[config.mk]
export PLATFORM = sky130hd
export DESIGN_NAME = kpscan_flat
export DESIGN_NICKNAME = d
export VERILOG_FILES = /design/src/rtl/kpscan_if.sv /design/src/rtl/kpscan.sv /design/src/flat_wrapper.sv
export SDC_FILE = /design/constraint.sdc
export NUM_CORES = 1
export LEC_CHECK = 0
export CELL_PAD_IN_SITES_DETAIL_PLACEMENT = 0
export CELL_PAD_IN_SITES_GLOBAL_PLACEMENT = 1
export CORE_MARGIN = 2
export CORE_UTILIZATION = 40
export DETAILED_ROUTE_END_ITERATION = 10
export PLACE_DENSITY_LB_ADDON = 0.3
export SYNTH_ARGS = -nofsm -noshare
export SYNTH_HDL_FRONTEND = slang
export SYNTH_SLANG_ARGS = --single-unit
[constraint.sdc]
create_clock -name clk -period 7.9 [get_ports clk]
set_input_delay 1.58 -clock clk [delete_from_list [all_inputs] [get_ports clk]]
set_output_delay 1.58 -clock clk [all_outputs]
set_load 0.05 [all_outputs]
[src/rtl/kpscan_if.sv]
// Key-event handshake between the keypad scanner (master) and its consumer (slave).
interface kpscan_if #(parameter int CW = 4);
  logic [CW-1:0] key_code;
  logic          key_valid;
  logic          key_ready;

  modport master (output key_code, key_valid, input key_ready);
  modport slave  (input key_code, key_valid, output key_ready);
endinterface

[src/rtl/kpscan.sv]
// Keypad column scanner: rotating active-low column drive, press/release debounce,
// single-entry event buffer. Auto-repeat is built only when KPSCAN_REPEAT_EN is defined.
module kpscan #(
  parameter int NROWS      = 4,
  parameter int NCOLS      = 4,
  parameter int SCAN_DIV   = 1000,
  parameter int DEBOUNCE   = 8,
  parameter int REPEAT_DLY = 64,
  parameter int REPEAT_PER = 16
) (
  input  logic             clk,
  input  logic             reset,
  input  logic [NROWS-1:0] kpr,
  output logic [NCOLS-1:0] kpc,
  output logic             kphit,
  output logic             overrun,
  kpscan_if.master         ev
);
  localparam int CW   = $clog2(NROWS*NCOLS);
  localparam int DW   = $clog2(SCAN_DIV);
  localparam int COLW = (NCOLS > 1) ? $clog2(NCOLS) : 1;
  localparam int ROWW = (NROWS > 1) ? $clog2(NROWS) : 1;
  localparam int CNTW = $clog2(DEBOUNCE+1);

  if (SCAN_DIV < 2 || DEBOUNCE < 1 || REPEAT_DLY < 1 || REPEAT_PER < 1) begin : g_bad_param
    $error("kpscan: parameter out of range");
  end

  typedef enum logic [1:0] {SCAN, DEB_P, PRESSED, DEB_R} state_t;

  state_t           state_q, state_d;
  logic [DW-1:0]    div_q;
  logic [COLW-1:0]  col_q, col_d, col_nxt;
  logic [ROWW-1:0]  row_q, row_d, srow;
  logic [CNTW-1:0]  cnt_q, cnt_d, cnt_inc;
  logic [NROWS-1:0] low;
  logic [CW-1:0]    code;
  logic             tick, single, none, hit_d, confirm, held_tick, rep_fire, fire;

  function automatic logic one_low(input logic [NROWS-1:0] l);
    return $countones(l) == 1;
  endfunction

  function automatic logic [ROWW-1:0] row_of(input logic [NROWS-1:0] l);
    row_of = '0;
    for (int i = 0; i < NROWS; i++)
      if (l[i]) row_of = ROWW'(i);
  endfunction

  assign tick    = (div_q == DW'(SCAN_DIV-1));
  assign low     = ~kpr;
  assign none    = (low == '0);
  assign single  = one_low(low);
  assign srow    = row_of(low);
  assign col_nxt = (col_q == COLW'(NCOLS-1)) ? '0 : col_q + COLW'(1);
  assign cnt_inc = cnt_q + CNTW'(1);
  assign fire    = confirm | rep_fire;
  assign code    = CW'(row_d) * CW'(NCOLS) + CW'(col_q);

  // Column is held from first detection until the release is confirmed.
  always_comb begin
    state_d   = state_q;
    col_d     = col_q;
    row_d     = row_q;
    cnt_d     = cnt_q;
    hit_d     = kphit;
    confirm   = 1'b0;
    held_tick = 1'b0;
    if (tick) begin
      unique case (state_q)
        SCAN: begin
          if (single) begin
            row_d = srow;
            cnt_d = CNTW'(1);
            if (DEBOUNCE == 1) begin
              state_d = PRESSED;
              hit_d   = 1'b1;
              confirm = 1'b1;
            end else begin
              state_d = DEB_P;
            end
          end else begin
            col_d = col_nxt;
          end
        end
        DEB_P: begin
          if (single && srow == row_q) begin
            cnt_d = cnt_inc;
            if (cnt_inc == CNTW'(DEBOUNCE)) begin
              state_d = PRESSED;
              hit_d   = 1'b1;
              confirm = 1'b1;
            end
          end else begin
            state_d = SCAN;
            col_d   = col_nxt;
          end
        end
        PRESSED: begin
          if (none) begin
            cnt_d = CNTW'(1);
            if (DEBOUNCE == 1) begin
              state_d = SCAN;
              hit_d   = 1'b0;
              col_d   = col_nxt;
            end else begin
              state_d = DEB_R;
            end
          end else begin
            held_tick = 1'b1;
          end
        end
        DEB_R: begin
          if (!kpr[row_q]) begin
            state_d = PRESSED;
          end else if (none) begin
            cnt_d = cnt_inc;
            if (cnt_inc == CNTW'(DEBOUNCE)) begin
              state_d = SCAN;
              hit_d   = 1'b0;
              col_d   = col_nxt;
            end
          end
        end
        default: state_d = SCAN;
      endcase
    end
  end

  always_ff @(posedge clk) begin
    if (reset) begin
      state_q <= SCAN;
      div_q   <= '0;
      col_q   <= '0;
      kpc     <= ~NCOLS'(1);
      row_q   <= '0;
      cnt_q   <= '0;
      kphit   <= 1'b0;
    end else begin
      state_q <= state_d;
      div_q   <= tick ? '0 : div_q + DW'(1);
      col_q   <= col_d;
      kpc     <= ~(NCOLS'(1) << col_d);
      row_q   <= row_d;
      cnt_q   <= cnt_d;
      kphit   <= hit_d;
    end
  end

`ifdef KPSCAN_REPEAT_EN
  localparam int RMAX = (REPEAT_DLY > REPEAT_PER) ? REPEAT_DLY : REPEAT_PER;
  localparam int RW   = $clog2(RMAX+1);

  logic [RW-1:0] rcnt_q, rcnt_d, rcnt_inc;
  logic          rarm_q, rarm_d;

  assign rcnt_inc = rcnt_q + RW'(1);

  // First repeat after REPEAT_DLY held ticks, then every REPEAT_PER ticks.
  always_comb begin
    rcnt_d   = rcnt_q;
    rarm_d   = rarm_q;
    rep_fire = 1'b0;
    if (confirm) begin
      rcnt_d = '0;
      rarm_d = 1'b0;
    end else if (held_tick) begin
      if (rcnt_inc == (rarm_q ? RW'(REPEAT_PER) : RW'(REPEAT_DLY))) begin
        rep_fire = 1'b1;
        rcnt_d   = '0;
        rarm_d   = 1'b1;
      end else begin
        rcnt_d = rcnt_inc;
      end
    end
  end

  always_ff @(posedge clk) begin
    if (reset) begin
      rcnt_q <= '0;
      rarm_q <= 1'b0;
    end else begin
      rcnt_q <= rcnt_d;
      rarm_q <= rarm_d;
    end
  end
`else
  assign rep_fire = 1'b0;
`endif

  // A new event may replace one that is being accepted in the same cycle.
  always_ff @(posedge clk) begin
    if (reset) begin
      ev.key_code  <= '0;
      ev.key_valid <= 1'b0;
      overrun      <= 1'b0;
    end else begin
      overrun <= 1'b0;
      if (fire) begin
        if (!ev.key_valid || ev.key_ready) begin
          ev.key_code  <= code;
          ev.key_valid <= 1'b1;
        end else begin
          overrun <= 1'b1;
        end
      end else if (ev.key_ready) begin
        ev.key_valid <= 1'b0;
      end
    end
  end
endmodule

[src/flat_wrapper.sv]
// flat-port wrapper written by rule: the top's interface ports become plain ports
module kpscan_flat 
#(
  parameter int NROWS      = 4,
  parameter int NCOLS      = 4,
  parameter int SCAN_DIV   = 1000,
  parameter int DEBOUNCE   = 8,
  parameter int REPEAT_DLY = 64,
  parameter int REPEAT_PER = 16
)
  (clk, reset, kpr, kpc, kphit, overrun, ev_key_code, ev_key_valid, ev_key_ready);
  kpscan_if ev_i ();
  input  logic clk;
  input  logic reset;
  input  logic [NROWS-1:0] kpr;
  output logic [NCOLS-1:0] kpc;
  output logic kphit;
  output logic overrun;
  output wire logic [$bits(ev_i.key_code)-1:0] ev_key_code;
  output wire logic [$bits(ev_i.key_valid)-1:0] ev_key_valid;
  input wire logic [$bits(ev_i.key_ready)-1:0] ev_key_ready;
  assign ev_key_code = ev_i.key_code;
  assign ev_key_valid = ev_i.key_valid;
  assign ev_i.key_ready = ev_key_ready;
  kpscan #(.NROWS(NROWS), .NCOLS(NCOLS), .SCAN_DIV(SCAN_DIV), .DEBOUNCE(DEBOUNCE), .REPEAT_DLY(REPEAT_DLY), .REPEAT_PER(REPEAT_PER)) u_core (.clk(clk), .reset(reset), .kpr(kpr), .kpc(kpc), .kphit(kphit), .overrun(overrun), .ev(ev_i));
endmodule
==> summary.txt <==
Synthesis
  • Syn_area_per_cell: 8.96 sq um
  • Area leader, netlist: dfxtp_1
  • Fraction of registers with async set/reset: 0
  • Yosys warns: 0
  • EDFF count, synth: 0
  • Synth cell types: 46
  • Post-Syn Area: 0.00171 sq mm
  • Synth top area share: 0.363
  • Cells after Synth: 191
  • Synth Net Count: 209
  • Synth Flop Type: dfxtp_1
  • #FFs+latches synth: 31
  • Synth top area cells: dfxtp_1, ha_1, nor2_1
  • Post-synthesis sequential area ratio: 0.363

Run
  • Max-cap viol count: 0

Route
  • DRT Wirelength: 3.61 mm
  • TritonRoute pass-1 iters: 4
  • Avg Vias per Cell: 5.44
  • Post-DR wirelength/cell: 13.9 microns
  • 1st-iter DRT viols: 91
  • Antenna viol nets, final: 0
  • Vias: 1415
  • Remaining DRCs: 0

Die
  • IO Pins: 18
  • Die area: 0.00482 sq mm
  • Die X: 69.4 microns
  • Initial core utilization: 0.422
  • Core Area: 0.00406 sq mm
  • Die H: 69.4 microns
  • FP Rows: 23

Clock tree
  • CTS tree: built
  • TritonCTS Sinks: 31
  • CTS root buf: clkbuf_8
  • H-tree Lvls: 2
  • Clock-pin slew on the worst setup and hold paths: 70 ps
  • CTS Hold Buffers Added: 0
  • Clk buf depth: 2
  • CTS Buf Count: 5
  • Clk Latency, worst-skew pair: 270 ps
  • Post-CTS resize count: 0
  • Post-CTS Setup Repair Bufs: 0

Finish
  • ANT cells: 0
  • Ratio of cells with drive above 1 in the final layout: 0.0810
  • Area Overhead vs Synth: 17.0%
  • Final Instance Count excl. Fillers: 260
  • Nets: 227
  • Finished Cell Area: 0.00200 sq mm
  • FILL cells: 372

Global routing
  • First-pass GRT wire length: 6.01 mm
  • GRT Util Overall: 0.153
  • Vias in the first global route: 1369
  • Global route overflow: 0
  • Pin count of the biggest net entering global routing: 24
  • Initial antenna violation count: 0

Placement
  • Setup WS pre-CTS: 2840 ps
  • Placed cell count: 252
  • Placer Congestion: 0.893
  • DP Area: 0.00191 sq mm
  • Post-DP HPWL: 2.68 mm
  • Port bufs: 17

STA
  • Fmax: 209 MHz
  • TNS Setup: 0 ps
  • Final min period: 4780 ps
  • Final hold violation count: 0
  • Slew Viols, Final: 0
  • RSZ-0062 raised after global routing: no
  • Setup Skew: 7.24 ps
  • Setup-failing EPs final: 0
  • Slew margin rel.: 0.481
  • Final worst-path cycle share: 0.605
  • Final WS setup: 3120 ps
  • Slew @ Worst Pin: 776 ps

Setup path
  • CP Depth: 9
  • Critical Path Start: kpr[2]
  • Bufs and invs on worst path: 2
  • Reg-to-reg startpoint: u_core.state_q[0]
  • Critical path's top delay family: simple AND/OR/NAND/NOR gates
  • Crit path capture type: register
  • Kind of critical path: primary input to register
  • Crit-path max cell delay: 580 ps
  • Critical path data arrival time: 4950 ps
  • Required time worst endpoint: 8070 ps
  • Worst Setup EP: u_core.ev.key_code[3]
  • Worst Path Max Fanout: 8
  • R2r endpoint: u_core.kpc[1]
  • Startpoint Class: primary input
  • Worst R2R Path Depth: 5
  • Slowest CP cell: or4b_4
  • CP Cell Sequence: clkdlybuf4s50_1 > inv_1 > ha_1 > ha_1 > fa_1 > or4b_4 > a211o_4 > or4b_4 > mux2_4
  • Reg2reg setup slack: 5420 ps

Power
  • Leak: 0.718 nW
  • PD cells: 153 mW/mm^2
  • Worst vdd ir: 0.0888 mV
  • Power consumption: 306 uW

Min path
  • Worst hold path stage count: 1
  • Min-Delay Path Class: register to register

Run status
  • Status: completed
## layout make-up
cell class / count / area, sq um / share of cell area
Multi-Input combinational cell: 145 / 1030 / 0.513
Tap cell: 50 / 62.6 / 0.0312
Clock inverter: 3 / 20.0 / 0.00999
Inverter: 9 / 33.8 / 0.0169
Clock buffer: 5 / 68.8 / 0.0344
Timing Repair Buffer: 17 / 170 / 0.0849
Sequential cell: 31 / 621 / 0.310
## metal layers
layer	share of wire	wire length [microns]	GRT usage	vias to the layer above
met5	0	0	0	-
met4	0.016	59	0.0675	0
met3	0.042	153	0.0407	8
met2	0.49	1770	0.253	41
met1	0.45	1630	0.187	657
li1	-	-	-	709
## cell families after synthesis
group | Yosys count | synth area share
and+or+nand+nor | 82 | 0.257
AOI/OAI and AO/OA | 35 | 0.149
muxes | 8 | 0.0629
buffers and inverters | 15 | 0.0373
adders and majority gates | 11 | 0.0848
DFF | 31 | 0.363
xor gates and xnor gates | 9 | 0.0460
## power breakdown
| part | leakage, nW | internal [mW] | switching (mW) |
|---|---|---|---|
| Sequential | 0.250 | 0.158 | 0.00121 |
| Combinational | 0.428 | 0.0120 | 0.0139 |
| Clock | 0.0402 | 0.0612 | 0.0601 |
## metrics by stage
stage               utilization  hold WS [ps]
floorplan                     -           426
global placement          0.472           443
detailed placement        0.472           457
CTS                       0.494           474
global route              0.494           483
finish                    0.494           465
## Yosys cell counts, drive strengths merged (3+ instances only)
| library cell | n |
|---|---|
| nor2b | 9 |
| nand2b | 8 |
| dfxtp | 31 |
| nand2 | 15 |
| xnor2 | 5 |
| ha | 10 |
| o21ai | 4 |
| nor2 | 20 |
| nand3 | 9 |
| and3 | 4 |
| inv | 9 |
| mux2 | 3 |
| clkbuf | 4 |
| a31oi | 3 |
| a21oi | 7 |
| mux2i | 4 |
| nor3 | 3 |
| a211oi | 4 |
| xor2 | 4 |
## worst register-to-register path, cell delays in order, from the launching register on
cell and delay (ps):
dfxtp_1 630, nand3_1 200, a2111oi_2 510, o211ai_1 340
or4_1 510, a21o_1 180
## state kept, by name, indices dropped and copies added (netlist names)
name / flops
u_core.state_q: 2
u_core.row_q: 2
u_core.kphit: 1
u_core.kpc: 4
u_core.col_q: 2
u_core.ev.key_code: 4
u_core.ev.key_valid: 1
u_core.div_q: 10
u_core.cnt_q: 4
u_core.overrun: 1
## cells in the final DEF, fill, tap and decap left out, types with 2 or more instances in the layout
cell	n
dfxtp_1	31
nor2_1	20
clkdlybuf4s50_1	17
nand2_1	15
ha_1	10
inv_1	9
nor2b_1	9
nand3_1	9
nand2b_1	8
a21oi_1	7
xnor2_1	5
clkbuf_8	5
mux2i_1	4
a211oi_1	4
and3_1	4
xor2_1	4
o21ai_0	3
nor3_1	3
mux2_4	3
a31oi_1	3
or4b_4	2
nand4_1	2
or4_1	2
a21boi_1	2
o211ai_1	2
a21o_1	2
or3_1	2
nor3b_1	2
o2bb2ai_1	2
clkinvlp_4	2
## worst min-delay path by stage
stage | startpoint | end | slack [ps]
after floorplan | u_core.div_q[0] | u_core.div_q[0] | 430
after global placement | u_core.div_q[0] | u_core.div_q[0] | 440
after detailed placement | u_core.div_q[0] | u_core.div_q[0] | 460
after CTS | u_core.div_q[0] | u_core.div_q[0] | 470
after global routing | u_core.div_q[0] | u_core.div_q[0] | 480
final | u_core.div_q[0] | u_core.div_q[0] | 460
Power figures use the tool's default switching activity.
